==> src/rtl/evdb_beat_serializer_pkg.sv <==
// Shared evict-path types and widths for the evict data buffer serializer.
package evdb_beat_serializer_pkg;

  localparam int unsigned BUS_WIDTH            = 128;
  localparam int unsigned OFFSET_WIDTH         = 9;
  localparam int unsigned INDEX_WIDTH          = 8;
  localparam int unsigned TAG_WIDTH            = 20;
  localparam int unsigned MSHR_ENTRY_IDX_WIDTH = 4;
  localparam int unsigned DB_ENTRY_IDX_WIDTH   = 4;
  localparam int unsigned TXNID_WIDTH          = 8;
  localparam int unsigned SIDEBAND_WIDTH       = 4;
  localparam int unsigned EVDB_LINE_WIDTH      = 1024;
  localparam int unsigned EVDB_BEATS           = 1024 / BUS_WIDTH;

  typedef struct packed {
    logic [TAG_WIDTH-1:0]    tag;
    logic [INDEX_WIDTH-1:0]  index;
    logic [OFFSET_WIDTH-1:0] offset;
  } addr_t;

  typedef struct packed {
    logic [TAG_WIDTH-1:0]            tag;
    logic [INDEX_WIDTH-1:0]          index;
    logic [OFFSET_WIDTH-1:0]         offset;
    logic [MSHR_ENTRY_IDX_WIDTH-1:0] rob_entry_id;
    logic [DB_ENTRY_IDX_WIDTH-1:0]   db_entry_id;
    logic [TXNID_WIDTH-1:0]          txnid;
    logic [SIDEBAND_WIDTH-1:0]       sideband;
  } arb_out_req_t;

  typedef struct packed {
    arb_out_req_t                evict_req_pld;
    logic [EVDB_LINE_WIDTH-1:0]  data;
  } ram_to_evdb_pld_t;

  typedef struct packed {
    addr_t                           addr;
    logic [BUS_WIDTH-1:0]            data;
    logic [MSHR_ENTRY_IDX_WIDTH-1:0] rob_entry_id;
    logic [DB_ENTRY_IDX_WIDTH-1:0]   db_entry_id;
    logic [TXNID_WIDTH-1:0]          txnid;
    logic [SIDEBAND_WIDTH-1:0]       sideband;
    logic                            last;
  } evict_to_ds_pld_t;

endpackage

==> src/rtl/evdb_line_fifo.sv <==
// DEPTH-entry valid/ready line FIFO exposing the head entry and a pop strobe.
module evdb_line_fifo #(
  parameter int unsigned DEPTH = 2,
  parameter type         T     = logic
) (
  input  logic clk,
  input  logic rst,
  input  logic push_vld,
  output logic push_rdy,
  input  T     push_data,
  output logic head_vld,
  output T     head_data,
  input  logic pop
);

  localparam int unsigned PTR_W = (DEPTH > 1) ? $clog2(DEPTH) : 1;
  localparam int unsigned CNT_W = $clog2(DEPTH) + 1;

  T                 mem [DEPTH];
  logic [PTR_W-1:0] wr_ptr;
  logic [PTR_W-1:0] rd_ptr;
  logic [CNT_W-1:0] count;
  logic             do_push;
  logic             do_pop;

  function automatic logic [PTR_W-1:0] next_ptr(input logic [PTR_W-1:0] p);
    return (p == PTR_W'(DEPTH - 1)) ? '0 : p + 1'b1;
  endfunction

  // No pass-through: a full buffer stays not-ready even while popping.
  assign push_rdy  = !rst && (count != CNT_W'(DEPTH));
  assign head_vld  = (count != '0);
  assign head_data = mem[rd_ptr];
  assign do_push   = push_vld && push_rdy;
  assign do_pop    = pop && head_vld;

  always_ff @(posedge clk) begin
    if (rst) begin
      wr_ptr <= '0;
      rd_ptr <= '0;
      count  <= '0;
    end else begin
      if (do_push) wr_ptr <= next_ptr(wr_ptr);
      if (do_pop)  rd_ptr <= next_ptr(rd_ptr);
      if (do_push && !do_pop)      count <= count + 1'b1;
      else if (!do_push && do_pop) count <= count - 1'b1;
    end
  end

  always_ff @(posedge clk) begin
    if (do_push) mem[wr_ptr] <= push_data;
  end

endmodule

==> src/rtl/evdb_beat_serializer.sv <==
// Evict data buffer output stage: buffers lines and emits BUS_W-wide beats.
// Optional per-line completion pulse enabled by macro EVDB_DONE_EN.
module evdb_beat_serializer
  import evdb_beat_serializer_pkg::*;
#(
  parameter int unsigned LINE_W = 1024,
  parameter int unsigned BUS_W  = BUS_WIDTH,
  parameter int unsigned DEPTH  = 2
) (
  input  logic                            clk,
  input  logic                            rst,
  input  logic                            in_vld,
  output logic                            in_rdy,
  input  ram_to_evdb_pld_t                in_pld,
  output logic                            out_vld,
  input  logic                            out_rdy,
  output evict_to_ds_pld_t                out_pld,
  output logic                            done_vld,
  output logic [MSHR_ENTRY_IDX_WIDTH-1:0] done_rob_entry_id,
  output logic [DB_ENTRY_IDX_WIDTH-1:0]   done_db_entry_id
);

  localparam int unsigned BEATS  = LINE_W / BUS_W;
  localparam int unsigned BEAT_W = $clog2(BEATS);

  ram_to_evdb_pld_t  head;
  logic [BEAT_W-1:0] beat_cnt;
  logic [BUS_W-1:0]  beat_data;
  logic              last_beat;
  logic              beat_hs;
  logic              line_pop;

  evdb_line_fifo #(
    .DEPTH (DEPTH),
    .T     (ram_to_evdb_pld_t)
  ) u_line_fifo (
    .clk       (clk),
    .rst       (rst),
    .push_vld  (in_vld),
    .push_rdy  (in_rdy),
    .push_data (in_pld),
    .head_vld  (out_vld),
    .head_data (head),
    .pop       (line_pop)
  );

  assign last_beat = (beat_cnt == BEAT_W'(BEATS - 1));
  assign beat_hs   = out_vld && out_rdy;
  assign line_pop  = beat_hs && last_beat;

  always_ff @(posedge clk) begin
    if (rst)          beat_cnt <= '0;
    else if (beat_hs) beat_cnt <= last_beat ? '0 : beat_cnt + 1'b1;
  end

  always_comb begin
    beat_data = '0;
    for (int unsigned b = 0; b < BEATS; b++) begin
      if (beat_cnt == BEAT_W'(b)) beat_data = head.data[b*BUS_W +: BUS_W];
    end
  end

  always_comb begin
    out_pld              = '0;
    out_pld.addr.tag     = head.evict_req_pld.tag;
    out_pld.addr.index   = head.evict_req_pld.index;
    out_pld.addr.offset  = head.evict_req_pld.offset
                         + OFFSET_WIDTH'(beat_cnt) * OFFSET_WIDTH'(BUS_W / 8);
    out_pld.data         = beat_data;
    out_pld.rob_entry_id = head.evict_req_pld.rob_entry_id;
    out_pld.db_entry_id  = head.evict_req_pld.db_entry_id;
    out_pld.txnid        = head.evict_req_pld.txnid;
    out_pld.sideband     = head.evict_req_pld.sideband;
    out_pld.last         = last_beat;
  end

`ifdef EVDB_DONE_EN
  always_ff @(posedge clk) begin
    if (rst) begin
      done_vld          <= 1'b0;
      done_rob_entry_id <= '0;
      done_db_entry_id  <= '0;
    end else begin
      done_vld          <= line_pop;
      done_rob_entry_id <= line_pop ? head.evict_req_pld.rob_entry_id : '0;
      done_db_entry_id  <= line_pop ? head.evict_req_pld.db_entry_id  : '0;
    end
  end
`else
  assign done_vld          = 1'b0;
  assign done_rob_entry_id = '0;
  assign done_db_entry_id  = '0;
`endif

endmodule
==> config.mk <==
export PLATFORM = sky130hd
export DESIGN_NAME = evdb_beat_serializer
export DESIGN_NICKNAME = d
export VERILOG_FILES = /design/src/rtl/evdb_beat_serializer_pkg.sv /design/src/rtl/evdb_line_fifo.sv /design/src/rtl/evdb_beat_serializer.sv
export SDC_FILE = /design/constraint.sdc
export NUM_CORES = 2
export LEC_CHECK = 0
export ABC_AREA = 1
export CORE_AREA = 8 8 489 491
export CTS_BUF_LIST = sky130_fd_sc_hd__clkbuf_4 sky130_fd_sc_hd__clkbuf_8
export DETAILED_ROUTE_END_ITERATION = 10
export DIE_AREA = 0 0 497 499
export PLACE_DENSITY = 0.61
export SYNTH_ARGS = -nofsm -noshare
export SYNTH_HDL_FRONTEND = slang
export SYNTH_SLANG_ARGS = --single-unit
==> constraint.sdc <==
create_clock -name clk -period 60.3 [get_ports clk]
set_input_delay 6.03 -clock clk [delete_from_list [all_inputs] [get_ports clk]]
set_output_delay 6.03 -clock clk [all_outputs]
set_load 0.005 [all_outputs]
Word-level counts from Yosys, hierarchy flattened
Memories as Yosys holds them, arrays and structs flattened. A register that Yosys moved wholly into a read port is not among the register bits.
Cells that the tools add are included.

operators by class
  add/subtract/negate cells = 6
  equal/unequal tests = 8
  reductions and logical operators = 13
  muxes and demuxes = 17

operator list
  cell                   count
  $mux W128              8
  $eq A3 B3 Y1 const B   4
  $add A9 B7 Y9          1
  $logic_and A1 B1 Y1    7
  $eq A3 B2 Y1 const B   2
  $mux W1                6
  $mux W2                2
  $reduce_bool A2 Y1     2
  $add A3 B1 Y3 const B  1
  $eq A3 B1 Y1 const B   1
  $logic_not A1 Y1       3
  $logic_not A3 Y1       1
  $mux W3                1
  $add A1 B1 Y1 const B  2
  $add A2 B1 Y2 const B  1
  $ne A2 B2 Y1 const B   1
  $sub A2 B1 Y2 const B  1

word-level totals
  bits in registers = 7
  logic and storage cells = 49
  memories kept = 1
  RAM bits = 2162
  output and inout bits = 197

memories
  name             depth  bits a word  rd ports  clocked after Yosys merged registers in  wr ports  line                  text
  u_line_fifo.mem  2      1081         1         1                                        1         evdb_line_fifo.sv:19  T mem [DEPTH];

Logic depth before layout (Yosys ltp)
  depth in word-level cells = 9
  gate-level depth with buffers = 17
  depth with buffers taken out = 15

By module
From an unflattened synthesis, not the netlist that was laid out.

unflattened totals
  cell total of the unflattened synthesis = 6757
  area total of the unflattened synthesis = 92100.8 µm²

modules (own cells, without submodules)
  module                area an instance (µm²)  cells each  instances
  evdb_line_fifo        78577.9                 3402        1
  evdb_beat_serializer  13523.0                 3355        1

Worst setup path before layout
No wires, ideal clock.

  path kind = input-to-reg
  from = in rst
  to = mem u_line_fifo.mem[1][0] (netlist name) (enable)
  stages = 4
  setup time = 2562 ps
  path buffers = 1
  slack = 6515 ps
  arrival time = 51223 ps
  data required time = 57738 ps
  path through = clkbuf_1 > a21oi_1 > nand2_1 > nor2_1

on the way
  word-level cells in the longest chain between the ends = 5

RTL lines
  what                           line                        text
  from (decl)                    evdb_beat_serializer.sv:11  input logic rst,
  $logic_not A1 Y1               evdb_line_fifo.sv:31        assign push_rdy = !rst && (count != CNT_W'(DEPTH));
  $logic_and A1 B1 Y1            evdb_line_fifo.sv:31
  named net in_rdy               evdb_beat_serializer.sv:13  output logic in_rdy,
  $logic_and A1 B1 Y1            evdb_line_fifo.sv:34        assign do_push = push_vld && push_rdy;
  $mux W1                        evdb_line_fifo.sv:51        if (do_push) mem[wr_ptr] <= push_data;
  $mux W1 (implied by the code)  evdb_line_fifo.sv:51
  to (decl)                      evdb_line_fifo.sv:19

The timed path passes the listed nets, and every way through them passes these cells.

Worst setup path after layout
  from = in rst
  to = out in_rdy

on the way
  word-level cells in the longest chain between the ends = 2

RTL lines
  what                 line
  $logic_not A1 Y1     evdb_line_fifo.sv:31
  $logic_and A1 B1 Y1  evdb_line_fifo.sv:31
  to (decl)            evdb_beat_serializer.sv:13

No other way between the ends.

==> results.yml <==
drt:
  dr_total_vias: 63200
  routedWlPerCell_um: 23.1
  via_per_inst: 4.97
  drt-initial-drc-count: 5882
  wl_um: 294000
  dr.pass1.iters: 6
  antenna_left: 0
  drc: 0
worst_setup_path:
  rr_endpoint: "u_line_fifo.mem[0][343]"
  startpoint: "rst"
  rrSetupSlack_ns: 53.05
  startpoint_type: "input port"
  worstPathRequired_ns: 54.27
  rr_worst_depth: 10
  path_max_fanout: 9
  crit_type: "input port to output pin"
  critPathCaptureType: "output pin"
  cp_data_arrival_time_ns: 7.77
  timing.rr.start: "u_line_fifo.count[0]"
global_routing:
  grt_pass1_vias: 62100
  grt_usage: 0.225
  grt_max_degree: 190
  antenna_found_initial: 202
  grt_first_pass_wirelength_um: 417000
  grt_overflow_total: 0
yosys:
  ys.flop_type: "edfxtp_1"
  synth_cell_types: 25
  synth_top_family_by_area: "simple AND/OR/NAND/NOR gates"
  synth.top_cell.area_share: 0.732
  synth_area_leader_cell: "edfxtp_1"
  synth-xor-area-share: 0.000296
  synth_simple_gate_area_share: 0.198
  async_flop_share: 0
  ys_warn_count: 0
  synth_most_common_cell: "nand2_1"
  netlist_area_um2: 88700
  synth_compound_area_frac: 0.0298
  synthAdderAreaFrac: 0.00164
  synth-edff-count: 2162
  synthCells: 7974
  ys_top_cells_by_area: "edfxtp_1 (73%), nand2_1 (15%), nor2_1 (2.2%), nand3_1 (2.2%), a21oi_1 (1.5%)"
  netlist_top_cells_count: "nand2_1 (3638), edfxtp_1 (2162), nor2_1 (518)"
  yosysSeqAreaShare: 0.734
  synth_mux_area_frac: 0.000113
  syn_area_per_cell_um2: 11.1
  synth-seq-cells: 2170
finish:
  layout-drive-gt1-share: 0.0685
  final_util: 0.481
  final_area_um2: 111000
  final_nets: 10400
  n_fill_cell: 20800
  area_growth_pct: 25.4
  multiInputGateArea_um2: 20500
  seq_area_um2: 65100
clocking:
  cts.sinks: 2170
  cts_tree: "done"
  path_clk_slew_ns: 0.06
  clk_latency_ns: 1.09
  cts_resized: 0
  cts-root-buf: "clkbuf_8"
  ctsHoldBuffers: 0
  htree_levels: 5
  cts_buffers: 379
  clockBufferDepth: 4
  post_cts_buffers: 0
run_status:
  status: "completed"
worst_hold_path:
  hold_path_depth: 2
  hold_path.class: "flip-flop to flip-flop"
  worstHoldStart: "u_line_fifo.rd_ptr"
sta:
  setup_viol: 0
  hold-worst-slack_ns: 0.474
  period_share: 0.229
  fmax_mhz: 72.5
  setup_tns_ns: 0
  period_minus_slack_ns: 13.80
  rsz0062_at_grt: "false"
  finalClockSkew_ns: 0.115
  setup_ws_ns: 46.50
  relSlewSlack: 0.132
  hold_viol_final: 0
  worst_pin_slew_ns: 1.29
  slew_viol_final: 0
place:
  gp_congestion: 0.847
  hpwl_um: 191000
  dpl_cell_area_um2: 104000
  dp_worst_setup_slack_ns: 46.44
  port_buffers: 1272
die:
  io_pins: 1282
  die_x_um: 497
  die_y_um: 499
  die_area_um2: 248000
  initial_core_util: 0.383
  core_um2: 231000
  num_rows: 177
pwr:
  leakagePower_nw: 42.9
  vdd_drop_max_mv: 0.0203
  p_per_area_nw_per_um2: 30.6
run:
  maxCapViolations: 0
area by class of cell:
| class | count | share of cell area |
|---|---|---|
| multi-input cells | 5094 | 0.184 |
| clock buffers | 512 | 0.0561 |
| diodes | 120 | 0.00270 |
| flip-flops and latches | 2170 | 0.585 |
| inverters | 272 | 0.00947 |
| well taps | 3043 | 0.0342 |
| clock inverters | 141 | 0.00704 |
| repair buffers | 1354 | 0.121 |
routing by layer:
metal  up-vias  GRT usage  share of wire
met5         -          0         0.0028
met4       130     0.0993          0.035
met1     30400      0.276           0.39
met3       640     0.0771          0.092
li1      29400          -              -
met2      2674      0.363           0.48
critical path: stages:
cell and delay, ns:
clkdlybuf4s50_1 0.57, a21oi_1 0.54, clkdlybuf4s50_1 0.62
stage by stage:
| step | total power, mW | cells |
|---|---|---|
| 2_1_floorplan | 2.02 | 7982 |
| 3_3_place_gp | 2.15 | 11900 |
| 3_5_place_dp | 2.16 | 11900 |
| 4_1_cts | 3.44 | 12600 |
| 5_1_grt | 3.54 | 12700 |
| 6_report | 3.41 | 12700 |
flip-flops by register name, indices dropped and copies added (netlist names), named ones only:
signal / cells
beat_cnt: 3
u_line_fifo.count: 2
u_line_fifo.mem: 2162
u_line_fifo.rd_ptr: 1
u_line_fifo.wr_ptr: 1
placed cells by master, fill, tap and decap left out, types with 2 or more instances in the layout:
master and n:
nor2_4 5, inv_8 5, buf_4 70, clkdlybuf4s50_1 1272, nor2_1 513, bufinv_16 5, clkbuf_8 383, nand2_1 3636
edfxtp_1 2162, a211oi_1 3, inv_6 7, clkinvlp_4 3, conb_1 9, dfxtp_1 7, o21ai_0 257, a21oi_1 264
clkinv_2 27, xor2_1 3, inv_1 267, nand2_4 2, nand3_1 386, clkinv_1 96, ha_1 9, diode_2 120
buf_12 12, clkinv_8 3, clkbuf_4 129
logic make-up (layout without fill, tap and decap cells):
logic type,count (synthesis),after routing
mux,1,1
simple gates,4544,4544
flops,2170,2170
other cells,1,129
fa+ha+maj,11,11
compound gates,526,526
buf+inv,718,2279
xor+xnor,3,3
worst max-delay path by stage:
stage | slack (ns) | endpoint | cells past startpoint
final | 46.50 | in_rdy | 3
after global routing | 46.45 | in_rdy | 3
after CTS | 46.44 | in_rdy | 3
after detailed placement | 46.44 | in_rdy | 3
after global placement | 46.48 | in_rdy | 3
after floorplan | 6.52 | u_line_fifo.mem[1][0] | 4
where the power goes:
part	internal (mW)	switching [mW]	leakage, nW
Combinational	0.163	0.227	19.3
Clock	0.688	0.595	3.73
Sequential	1.72	0.0120	19.9
Total	2.57	0.833	42.9
Note: power is estimated with default switching activity, not from simulation.
